--- config.mk ---
export PLATFORM = sky130hd
export DESIGN_NAME = rmio_eu_endpoint
export DESIGN_NICKNAME = d
export VERILOG_FILES = /design/src/rtl/rmio_eu_endpoint.sv
export SDC_FILE = /design/constraint.sdc
export NUM_CORES = 1
export LEC_CHECK = 0
export ABC_AREA = 1
export CAP_MARGIN = 20
export CORE_UTILIZATION = 30
export DETAILED_ROUTE_END_ITERATION = 10
export GPL_ROUTABILITY_DRIVEN = 0
export GPL_TIMING_DRIVEN = 1
export PLACE_DENSITY = 0.49
export SLEW_MARGIN = 20
export SYNTH_ARGS = -nofsm -noshare
export SYNTH_HDL_FRONTEND = slang
export SYNTH_SLANG_ARGS = --single-unit
--- constraint.sdc ---
create_clock -name clk -period 6.5 [get_ports clk]
set_clock_uncertainty 0.15 [all_clocks]
set_input_delay 0.975 -clock clk [delete_from_list [all_inputs] [get_ports clk]]
set_output_delay 0.975 -clock clk [all_outputs]
set_load 0.005 [all_outputs]
--- src/rtl/rmio_eu_endpoint.sv ---
// EU-side terminator of the RMIO link: input FIFO (RF writes -> EU valid/ready) and output FIFO
// (EU results -> RF read strobes, registered). Optional error flags under `RMIO_EP_ERR_EN`.
module rmio_eu_endpoint #(
  parameter int DATA_W    = 32,
  parameter int IN_DEPTH  = 8,
  parameter int OUT_DEPTH = 8
) (
  input  logic                         clk,
  input  logic                         rst,
  input  logic [DATA_W-1:0]            rmio_input_data,
  input  logic                         rmio_input_we,
  input  logic                         rmio_output_re,
  output logic [DATA_W-1:0]            rmio_output_data,
  output logic [DATA_W-1:0]            eu_in_data,
  output logic                         eu_in_valid,
  input  logic                         eu_in_ready,
  input  logic [DATA_W-1:0]            eu_out_data,
  input  logic                         eu_out_valid,
  output logic                         eu_out_ready,
`ifdef RMIO_EP_ERR_EN
  input  logic                         err_clr,
  output logic                         in_ovf,
  output logic                         out_udf,
`endif
  output logic [$clog2(IN_DEPTH):0]    in_count,
  output logic [$clog2(OUT_DEPTH):0]   out_count
);

  localparam int IN_AW  = $clog2(IN_DEPTH);
  localparam int IN_CW  = IN_AW + 1;
  localparam int OUT_AW = $clog2(OUT_DEPTH);
  localparam int OUT_CW = OUT_AW + 1;

  logic [DATA_W-1:0] in_mem_r  [IN_DEPTH];
  logic [DATA_W-1:0] out_mem_r [OUT_DEPTH];
  logic [IN_AW-1:0]  in_wr_ptr_r, in_rd_ptr_r;
  logic [OUT_AW-1:0] out_wr_ptr_r, out_rd_ptr_r;
  logic [IN_CW-1:0]  in_count_r;
  logic [OUT_CW-1:0] out_count_r;
  logic [DATA_W-1:0] rd_data_r;

  logic in_full_s, in_valid_s, in_pop_s, in_push_s;
  logic out_ready_s, out_nonempty_s, out_push_s, out_pop_s;

  // Input FIFO: full is judged on the registered count, but a same-cycle EU pop frees the slot.
  assign in_full_s  = (in_count_r == IN_CW'(IN_DEPTH));
  assign in_valid_s = (in_count_r != {IN_CW{1'b0}});
  assign in_pop_s   = in_valid_s & eu_in_ready;
  assign in_push_s  = rmio_input_we & (~in_full_s | in_pop_s);

  // Output FIFO: ready depends only on registered count, no pop credit.
  assign out_ready_s    = (out_count_r != OUT_CW'(OUT_DEPTH));
  assign out_nonempty_s = (out_count_r != {OUT_CW{1'b0}});
  assign out_push_s     = eu_out_valid & out_ready_s;
  assign out_pop_s      = rmio_output_re & out_nonempty_s;

  assign eu_in_data   = in_mem_r[in_rd_ptr_r];
  assign eu_in_valid  = in_valid_s;
  assign eu_out_ready = out_ready_s;
  assign in_count     = in_count_r;
  assign out_count    = out_count_r;
  assign rmio_output_data = rd_data_r;

  // Storage arrays carry no reset; their contents are only observed through valid pointers.
  always_ff @(posedge clk) begin
    if (in_push_s) begin
      in_mem_r[in_wr_ptr_r] <= rmio_input_data;
    end
    if (out_push_s) begin
      out_mem_r[out_wr_ptr_r] <= eu_out_data;
    end
  end

  // Input FIFO pointers and occupancy.
  always_ff @(posedge clk or posedge rst) begin
    if (rst) begin
      in_wr_ptr_r <= {IN_AW{1'b0}};
      in_rd_ptr_r <= {IN_AW{1'b0}};
      in_count_r  <= {IN_CW{1'b0}};
    end else begin
      if (in_push_s) in_wr_ptr_r <= in_wr_ptr_r + IN_AW'(1);
      if (in_pop_s)  in_rd_ptr_r <= in_rd_ptr_r + IN_AW'(1);
      in_count_r <= in_count_r + IN_CW'(in_push_s) - IN_CW'(in_pop_s);
    end
  end

  // Output FIFO pointers, occupancy and registered read return.
  always_ff @(posedge clk or posedge rst) begin
    if (rst) begin
      out_wr_ptr_r <= {OUT_AW{1'b0}};
      out_rd_ptr_r <= {OUT_AW{1'b0}};
      out_count_r  <= {OUT_CW{1'b0}};
      rd_data_r    <= {DATA_W{1'b0}};
    end else begin
      if (out_push_s) out_wr_ptr_r <= out_wr_ptr_r + OUT_AW'(1);
      if (out_pop_s) begin
        out_rd_ptr_r <= out_rd_ptr_r + OUT_AW'(1);
        rd_data_r    <= out_mem_r[out_rd_ptr_r];
      end
      out_count_r <= out_count_r + OUT_CW'(out_push_s) - OUT_CW'(out_pop_s);
    end
  end

`ifdef RMIO_EP_ERR_EN
  logic in_drop_s, out_udf_s, in_ovf_r, out_udf_r;
  assign in_drop_s = rmio_input_we & ~in_push_s;
  assign out_udf_s = rmio_output_re & ~out_nonempty_s;
  assign in_ovf    = in_ovf_r;
  assign out_udf   = out_udf_r;

  // Sticky error flags; a set event outranks a same-cycle clear.
  always_ff @(posedge clk or posedge rst) begin
    if (rst) begin
      in_ovf_r  <= 1'b0;
      out_udf_r <= 1'b0;
    end else begin
      if (in_drop_s)    in_ovf_r <= 1'b1;
      else if (err_clr) in_ovf_r <= 1'b0;
      if (out_udf_s)    out_udf_r <= 1'b1;
      else if (err_clr) out_udf_r <= 1'b0;
    end
  end
`endif

endmodule

==> results of run 1 <==
## path summary, 6_finish.rpt
check	to	depth (start not counted)	slack, ns
setup reg to reg	rmio_output_data[13]$_DFFE_PP0P_	8	3.34
hold / removal	rmio_output_data[30]$_DFFE_PP0P_	2	0.33
setup / recovery	eu_in_data[26]	7	1.89
max in group asynchronous	out_rd_ptr_r[0]$_DFFE_PP0P_	3	4.86
min in group asynchronous	in_rd_ptr_r[2]$_DFFE_PP0N_	3	0.76
hold reg to reg	rmio_output_data[30]$_DFFE_PP0P_	2	0.33
## state kept, by name (all words and copies together) (netlist names)
name and cells:
in_count 4, in_mem_r 256, in_rd_ptr_r 3, in_wr_ptr_r 3, out_count 4, out_mem_r 256, out_rd_ptr_r 3, out_wr_ptr_r 3
rmio_output_data 32
## layout make-up
type / instances / area, um^2
Fill cell: 7497 / 48300
Sequential cell: 564 / 16700
Multi-Input combinational cell: 1152 / 5170
Clock buffer: 92 / 1800
Timing Repair Buffer: 172 / 1650
Tap cell: 1030 / 1290
Inverter: 215 / 811
Clock inverter: 29 / 325
Antenna cell: 1 / 2.50
## through the flow
stage          worst slack, ns  hold WS [ns]
2_1_floorplan             3.18         0.323
3_3_place_gp              2.48         0.317
3_5_place_dp              2.46         0.315
4_1_cts                   1.81         0.340
5_1_grt                   1.62         0.358
6_report                  1.89         0.329
## routing by layer
| metal | GRT usage (%) | wire length (um) | vias up | part of all wire [%] |
|---|---|---|---|---|
| met5 | 0 | 76 | - | 0.13 |
| met4 | 4.81 | 1500 | 10 | 2.7 |
| met3 | 2.92 | 2670 | 100 | 4.7 |
| met2 | 25.4 | 27900 | 282 | 50 |
| met1 | 17.8 | 24200 | 7003 | 43 |
| li1 | - | - | 7067 | - |
## cell usage in the layout, fill, tap and decap left out, types with 5 or more instances in the layout
| master | n |
|---|---|
| nor2_4 | 16 |
| clkinv_1 | 5 |
| nor2_1 | 194 |
| xor2_1 | 8 |
| nand2_1 | 510 |
| inv_1 | 207 |
| clkbuf_16 | 67 |
| clkinv_2 | 13 |
| nand3_1 | 203 |
| edfxtp_1 | 512 |
| buf_4 | 28 |
| ha_1 | 15 |
| clkbuf_1 | 22 |
| o21ai_0 | 132 |
| clkdlybuf4s50_1 | 143 |
| dfrtp_1 | 48 |
| o21ai_1 | 62 |
## critical path: cells and delay by family, from the launching register on
kind	cells	cell delay (ns)
simple gates	2	0.19
flops	1	0.70
buf+inv	3	1.64
compound gates	2	0.33
## kinds of logic after synthesis
group | share of synthesized area, %
AOI/OAI and AO/OA | 4.25
xor gates and xnor gates | 0.379
adders and majority gates | 0.987
buffers and inverters | 5.87
DFF | 72.3
and+or+nand+nor | 16.3
## synth_stat cells, drive strengths merged (8+ instances only)
library cell  number
buf               71
clkbuf            34
dfrtp             52
edfxtp           512
ha                15
inv              214
nand2            513
nand3            203
nor2             210
o21ai            194
xor2               8
## where the power goes
group	internal, mW	switching, mW
registers	4.60	0.413
logic	1.47	2.40
clock network	2.09	1.51
total	8.16	4.33
==> flow_summary.json, run 1 <==
{
  "syn_to_final_growth_pct": 20.2,
  "synth_area_leaders": "edfxtp_1 (67%), nand2_1 (8.3%), dfrtp_1 (5.6%), nand3_1 (4.4%), inv_1 (3.4%)",
  "cap_violations": 0,
  "max-slew-margin-rel_pct": 30.6,
  "holdCritStartpoint": "rmio_output_data[30]$_DFFE_PP0P_",
  "synth_area_leader_cell": "edfxtp_1",
  "yosys_most_used_dff": "edfxtp_1",
  "cts_buffers": 66,
  "end_kind": "output pin",
  "postLayoutCellArea_mm2": 0.0277,
  "tns_ns": 0,
  "die_area_mm2": 0.0781,
  "worst_r2r_startpoint": "out_rd_ptr_r[0]$_DFFE_PP0P_",
  "yosysWarnings": 0,
  "max_stage_delay_ns": 0.70,
  "cts_tree": "yes",
  "antenna_found_initial": 6,
  "grt_pass1_vias": 14300,
  "syn_nets": 2123,
  "place_area_mm2": 0.0256,
  "final_net_count": 2258,
  "drt_pass1_iterations": 5,
  "drt-vias-per-instance": 4.44,
  "cp-startpoint": "in_rd_ptr_r[0]$_DFFE_PP0N_",
  "grtUsageTotal_pct": 14.5,
  "drtAntennaViolNets": 0,
  "rsz0062_at_grt": "false",
  "tightest_slew_ns": 1.04,
  "rows": 101,
  "cpMaxStageDelayCell": "dfrtp_4",
  "drcViolationCount": 0,
  "vias": 14500,
  "finalCriticalPeriod_ns": 4.61,
  "cts_sinks": 564,
  "arrival_ns": 3.49,
  "fmaxAchievable_mhz": 217,
  "worst_setup_path_start_kind": "register",
  "drtIter0Drc": 796,
  "synth.yosys.seq_area_share_pct": 72.3,
  "critPathMaxFanout": 50,
  "ios": 144,
  "wl_per_cell_um": 17.3,
  "hold_path_class": "reg2reg",
  "post_cts_resized": 0,
  "grt_pass1_wl_um": 85900,
  "synth_top_area_share_pct": 66.6,
  "clock_path_buffers": 3,
  "drive_gt1_share_pct": 7.01,
  "ir_drop_mv": 0.322,
  "htree_levels": 3,
  "outcome": "finished, final reports clean",
  "hold_buffers": 0,
  "synth_edf_count": 512,
  "post-dp-hpwl_um": 27800,
  "synth_cell_type_count": 25,
  "cp.required_ns": 5.37,
  "start_util_pct": 30.3,
  "clk_latency_ns": 0.60,
  "async_reset_ff_share_pct": 9.22,
  "p_leak_nw": 10.6,
  "setup_violations": 0,
  "finalHoldViolations": 0,
  "routed_wl_um": 56300,
  "die_x_um": 279,
  "fin_total_pwr_mw": 12.5,
  "grt_start_max_net_pins": 93,
  "syn_area_mm2": 0.0231,
  "power.density_mw_per_mm2": 450,
  "slew_viol_final": 0,
  "post-route-period-util_pct": 70.9,
  "utilization_pct": 36.5,
  "die_h_um": 279,
  "post_cts_buffers": 0,
  "clkTransAtPathRegs_ns": 0.06,
  "critPathKind": "reg2out",
  "netlist_instances": 2036,
  "path_cells": "clkinv_2, buf_4, o21ai_0, o21ai_0, nand2_1, nand2_1, clkdlybuf4s50_1",
  "grt-ovfl-total": 0,
  "place_inst": 3133,
  "fin_cells": 3255,
  "root_buffer": "clkbuf_16",
  "core_mm2": 0.0761,
  "synthesis.area_per_instance_um2": 11.3,
  "io_buffer_count": 143,
  "ys_ff_latch": 564
}
(Power assumes the default switching activity.)
==> run 2: changes to the inputs <==
--- a/config.mk
+++ b/config.mk
@@ -11,7 +11,7 @@
 export DETAILED_ROUTE_END_ITERATION = 10
 export GPL_ROUTABILITY_DRIVEN = 0
 export GPL_TIMING_DRIVEN = 1
-export PLACE_DENSITY = 0.49
+export PLACE_DENSITY = 0.51
 export SLEW_MARGIN = 20
 export SYNTH_ARGS = -nofsm -noshare
 export SYNTH_HDL_FRONTEND = slang
==> constraint.sdc (replaced) <==
create_clock -name clk -period 3.8 [get_ports clk]
set_clock_uncertainty 0.15 [all_clocks]
set_input_delay 0.57 -clock clk [delete_from_list [all_inputs] [get_ports clk]]
set_output_delay 0.57 -clock clk [all_outputs]
set_load 0.005 [all_outputs]
==> run 2 against run 1 <==
Net effect: critical path depth is the same; first-iteration DRC count shrank 6.3%; combinational power grew 81%; clock power grew 58%; sequential power grew 67%; global-route usage is essentially flat; worst setup slack lost 1.6 ns; non-clock buffer count grew 10; utilization is essentially flat; highest routed layer unchanged.
==> flow_summary.json, run 2 (synthesis gave the netlist of run 1 again) <==
{
  "grtUsageTotal_pct": 14.5,
  "antenna_found_initial": 5,
  "place_ws_ns": 0.777,
  "clkTransAtPathRegs_ns": 0.06,
  "end_kind": "output pin",
  "path_depth": 7,
  "fin_total_pwr_mw": 21.1,
  "die_h_um": 279,
  "core_mm2": 0.0761,
  "cpMaxStageDelayCell": "clkdlybuf4s50_1",
  "worst_r2r_startpoint": "out_count[2]$_DFF_PP0_",
  "cp.required_ns": 3.08,
  "regArea_mm2": 0.0167,
  "p_leak_nw": 10.7,
  "fmaxAchievable_mhz": 282,
  "finalCriticalPeriod_ns": 3.54,
  "layout_commonest_cell": "edfxtp_1",
  "grt_pass1_wl_um": 87100,
  "rrSetupSlack_ns": 1.20,
  "cts_sinks": 564,
  "rsz0062_at_grt": "false",
  "final.fill_count": 7469,
  "drtAntennaViolNets": 0,
  "vias": 14500,
  "outcome": "finished, final reports clean",
  "post_cts_buffers": 0,
  "max-slew-margin-rel_pct": 33.9,
  "drive_gt1_share_pct": 6.96,
  "grt_start_max_net_pins": 130,
  "clock_path_buffers": 3,
  "hold_buffers": 0,
  "clk_latency_ns": 0.65,
  "cap_violations": 0,
  "drt-vias-per-instance": 4.46,
  "htree_levels": 2,
  "post-dp-hpwl_um": 30400,
  "die_area_mm2": 0.0781,
  "crit_top_cell": "nand2_1",
  "grt-ovfl-total": 0,
  "drcViolationCount": 0,
  "final_net_count": 2263,
  "worst_r2r_endpoint": "out_mem_r[5][3]$_DFFE_PP_",
  "cp_top_family": "buffers and inverters",
  "mostFrequentLayoutCells": "edfxtp_1 (512), nand2_1 (511), inv_1 (208), nand3_1 (203), nor2_1 (194)",
  "layout_setup_ws_ns": 0.259,
  "grt_pass1_vias": 14500,
  "max_stage_delay_ns": 0.53,
  "path_cells": "inv_4, buf_4, o21ai_0, o21ai_1, nand2_1, nand2_1, clkdlybuf4s50_1",
  "utilization_pct": 36.5,
  "rows": 101,
  "r2r_cells": 8,
  "syn_to_final_growth_pct": 20.2,
  "hold_path_class": "in2async",
  "start_util_pct": 30.3,
  "cp-startpoint": "in_rd_ptr_r[0]$_DFFE_PP0N_",
  "worst_setup_path_start_kind": "register",
  "cts_buffers": 61,
  "drtIter0Drc": 746,
  "die_x_um": 279,
  "setup_violations": 0,
  "arrival_ns": 2.82,
  "cts_tree": "yes",
  "critPathMaxFanout": 40,
  "slew_viol_final": 0,
  "tightest_slew_ns": 0.992,
  "ir_drop_mv": 0.444,
  "power.density_mw_per_mm2": 761,
  "io_buffer_count": 143,
  "multi_input_area_mm2": 0.00517,
  "tns_ns": 0,
  "postLayoutCellArea_mm2": 0.0278,
  "ios": 144,
  "post-route-period-util_pct": 93.2,
  "path_buf_inv": 3,
  "finalHoldViolations": 0,
  "wl_per_cell_um": 17.2,
  "place_area_mm2": 0.0258,
  "critPathKind": "reg2out",
  "root_buffer": "clkbuf_16",
  "routed_wl_um": 56100,
  "drt_pass1_iterations": 5
}
==> run 2: cell types whose count changed in the layout (fill, tap and decap cells not counted), moves of 3 or more <==
cell / delta
diode_2: +3
buf_12: +9
clkinv_2: -4
clkinv_1: +3
clkbuf_16: -6
clkbuf_8: +5
==> run 2: routing by layer <==
layer	vias up	GRT usage [%]	routed length, um	share of wire, %
li1	7085	-	-	-
met1	7049	18.2	24000	43
met2	312	25.6	28100	50
met3	80	2.88	2930	5.2
met4	6	3.52	1130	2.0
met5	-	0	40	0.071
==> run 2: final cells by class <==
cell class | instances | share of cell area [%]
Sequential cell | 564 | 60.1
Multi-Input combinational cell | 1152 | 18.6
Timing Repair Buffer | 182 | 6.62
Clock buffer | 90 | 6.18
Tap cell | 1030 | 4.64
Inverter | 215 | 2.92
Clock inverter | 24 | 0.834
Antenna cell | 4 | 0.0361
==> run 2: how the worst max path moves through the flow <==
stage / endpoint / slack [ns]
after floorplan: in_mem_r[0][0]$_DFFE_PP_ / 0.74
after global placement: eu_in_data[31] / 0.81
after detailed placement: eu_in_data[4] / 0.78
after CTS: eu_in_data[4] / 0.06
after global routing: eu_in_data[22] / 0.02
final: eu_in_data[3] / 0.26
==> run 2: worst reg2reg max path: cells and delay by family, from the launching register on <==
kind                     cells  cell delay, ns
AND/OR/NAND/NOR              4            0.63
flip-flops                   1            0.44
adder cells (fa/ha/maj)      1            0.21
buffers and inverters        3            0.77
==> run 2: repair_timing <==
| action | in CTS | in global routing |
|---|---|---|
| gates resized for setup | 0 | 1 |
| endpoints found under the hold margin | 0 | 0 |
| setup endpoints to repair | 0 | 12 |
==> run 2: metrics by stage <==
step	hold WS, ns	std cells
after CTS	0.0930	3257
final	0.119	3261
after global routing	0.107	3258
after floorplan	0.323	2036
after global placement	0.315	3143
after detailed placement	0.314	3143
==> run 2: power by group <==
group | internal [mW] | switching (mW) | total (mW)
Clock | 3.27 | 2.43 | 5.70
Sequential | 7.86 | 0.526 | 8.39
Combinational | 2.66 | 4.37 | 7.03
Total | 13.8 | 7.33 | 21.1
==> run 3: changes to the inputs <==
--- a/config.mk
+++ b/config.mk
@@ -9,9 +9,10 @@
 export CAP_MARGIN = 20
 export CORE_UTILIZATION = 30
 export DETAILED_ROUTE_END_ITERATION = 10
+export DONT_BUFFER_PORTS = 1
 export GPL_ROUTABILITY_DRIVEN = 0
 export GPL_TIMING_DRIVEN = 1
-export PLACE_DENSITY = 0.51
+export PLACE_DENSITY = 0.48
 export SLEW_MARGIN = 20
 export SYNTH_ARGS = -nofsm -noshare
 export SYNTH_HDL_FRONTEND = slang
==> run 3 against run 2 <==
Net effect: combinational power down 14%; critical path depth decreased by 1; flip-flop and latch count unchanged; power is 3.0% lower; highest routed layer unchanged; largest cell class unchanged; clock-buffer cell count shrank 3.
==> flow_summary.json, run 3 (synthesis gave the netlist of run 1 again) <==
{
  "outcome": "finished, final reports clean",
  "post_cts_buffers": 0,
  "die_area_mm2": 0.0781,
  "setup_violations": 0,
  "die_h_um": 279,
  "post-dp-hpwl_um": 32100,
  "drt-vias-per-instance": 4.51,
  "arrival_ns": 2.64,
  "critPathKind": "reg2out",
  "seq_power_share_pct": 40.9,
  "clkTransAtPathRegs_ns": 0.07,
  "rsz0062_at_grt": "false",
  "layout_setup_ws_ns": 0.440,
  "fin_total_pwr_mw": 20.5,
  "place_ws_ns": 0.906,
  "drtIter0Drc": 871,
  "cts_tree": "yes",
  "post_cts_resized": 0,
  "p_sw_mw": 7.28,
  "grt-ovfl-total": 0,
  "power.density_mw_per_mm2": 757,
  "worst_r2r_startpoint": "out_count[2]$_DFF_PP0_",
  "r2r_cells": 8,
  "finalHoldViolations": 0,
  "tightest_slew_ns": 0.964,
  "htree_levels": 2,
  "layout_commonest_cell": "edfxtp_1",
  "min_delay_path_depth": 2,
  "rrSetupSlack_ns": 1.02,
  "end_kind": "output pin",
  "cap_violations": 0,
  "syn_to_final_growth_pct": 17.2,
  "grt_pass1_vias": 14000,
  "drt_pass1_iterations": 5,
  "clock_path_buffers": 3,
  "grt_pass1_wl_um": 86400,
  "clk_latency_ns": 0.63,
  "cp.required_ns": 3.08,
  "drcViolationCount": 0,
  "grt_start_max_net_pins": 130,
  "slew_viol_final": 0,
  "ios": 144,
  "intPower_mw": 13.2,
  "max-slew-margin-rel_pct": 35.3,
  "grtUsageTotal_pct": 14.4,
  "hold_buffers": 66,
  "ir_drop_mv": 0.626,
  "switching_share_pct": 35.5,
  "cts_buffers": 60,
  "p_clk_share_pct": 29.4,
  "p_leak_nw": 10.4,
  "worstSetupEndpoint": "eu_in_data[30]",
  "hold_path_class": "in2reg",
  "worst_setup_path_start_kind": "register",
  "start_util_pct": 30.3,
  "root_buffer": "clkbuf_16",
  "core_mm2": 0.0761,
  "die_x_um": 279,
  "p_comb_share_pct": 29.6,
  "io_buffer_count": 0,
  "rows": 101,
  "finalCriticalPeriod_ns": 3.36,
  "final_net_count": 2182,
  "final.fill_count": 7451,
  "antenna_found_initial": 9,
  "drive_gt1_share_pct": 7.19,
  "wl_per_cell_um": 17.7,
  "routed_wl_um": 56300,
  "cts_sinks": 564,
  "drtAntennaViolNets": 0,
  "worst_r2r_endpoint": "out_mem_r[1][12]$_DFFE_PP_",
  "critPathMaxFanout": 40,
  "mostFrequentLayoutCells": "edfxtp_1 (512), nand2_1 (510), inv_1 (208), nand3_1 (203), nor2_1 (194)",
  "vias": 14300,
  "post-route-period-util_pct": 88.4,
  "cp-startpoint": "in_rd_ptr_r[0]$_DFFE_PP0N_",
  "tns_ns": 0,
  "fmaxAchievable_mhz": 298
}
[run 3: cell count changes in the layout (fill, tap and decap cells not counted), moves of 2 or more]
cell,previous run,this run
clkinv_1,8,5
dlygate4sd3_1,0,66
clkbuf_1,21,19
bufinv_16,2,7
buf_4,30,27
clkdlybuf4s50_1,143,0
[run 3: area by class of cell]
| type | count | area (um^2) | area share (%) |
|---|---|---|---|
| timing repair buffer | 102 | 1040 | 3.86 |
| clock inverter | 23 | 355 | 1.31 |
| clock buffer | 87 | 1690 | 6.26 |
| inverter | 215 | 811 | 3.00 |
| tap | 1030 | 1290 | 4.76 |
| sequential | 564 | 16700 | 61.7 |
| antenna | 3 | 7.51 | 0.0277 |
| multi-input combinational | 1152 | 5170 | 19.1 |
[run 3: how the worst min path moves through the flow]
stage,from,end
2_1_floorplan,rmio_output_data[0]$_DFFE_PP0P_,rmio_output_data[0]$_DFFE_PP0P_
3_3_place_gp,rmio_output_data[19]$_DFFE_PP0P_,rmio_output_data[19]$_DFFE_PP0P_
3_5_place_dp,rmio_output_data[17]$_DFFE_PP0P_,rmio_output_data[17]$_DFFE_PP0P_
4_1_cts,eu_in_ready,in_rd_ptr_r[0]$_DFFE_PP0N_
5_1_grt,eu_in_ready,in_rd_ptr_r[0]$_DFFE_PP0N_
6_report,eu_in_ready,in_rd_ptr_r[0]$_DFFE_PP0N_
[run 3: power by group through the flow]
stage | clock network (mW) | logic [mW] | registers, mW
final | 6.03 | 6.06 | 8.38
after floorplan | 0 | 4.35 | 8.28
after global placement | 0 | 5.98 | 8.51
after detailed placement | 0 | 6.03 | 8.52
after CTS | 6.21 | 6.19 | 8.40
after global routing | 6.43 | 6.88 | 8.49
[run 3: metal layers]
metal | wire [um] | part of all wire (%) | vias to the layer above | global-route usage, %
met2 | 26400 | 47 | 304 | 23.3
met5 | 75 | 0.13 | - | 0
li1 | - | - | 6921 | -
met3 | 2780 | 4.9 | 93 | 2.89
met1 | 25700 | 46 | 7001 | 19.5
met4 | 1310 | 2.3 | 12 | 4.12
[run 3: through the flow]
step	hold slack, ns	util (%)	std cells	instance area [um^2]
after global routing	0.0695	35.6	3175	27100
after global placement	0.346	32.0	2997	24300
final	0.0885	35.6	3176	27100
after detailed placement	0.343	32.0	2997	24300
after CTS	0.0555	35.6	3173	27100
after floorplan	0.323	-	2036	23100
[run 3: critical path, cell delays in order, from the launching register on]
cell and delay [ns]:
dfrtp_4 0.70, clkinv_2 0.41, buf_4 0.36, o21ai_0 0.19
o21ai_0 0.13, nand2_1 0.08, nand2_1 0.15
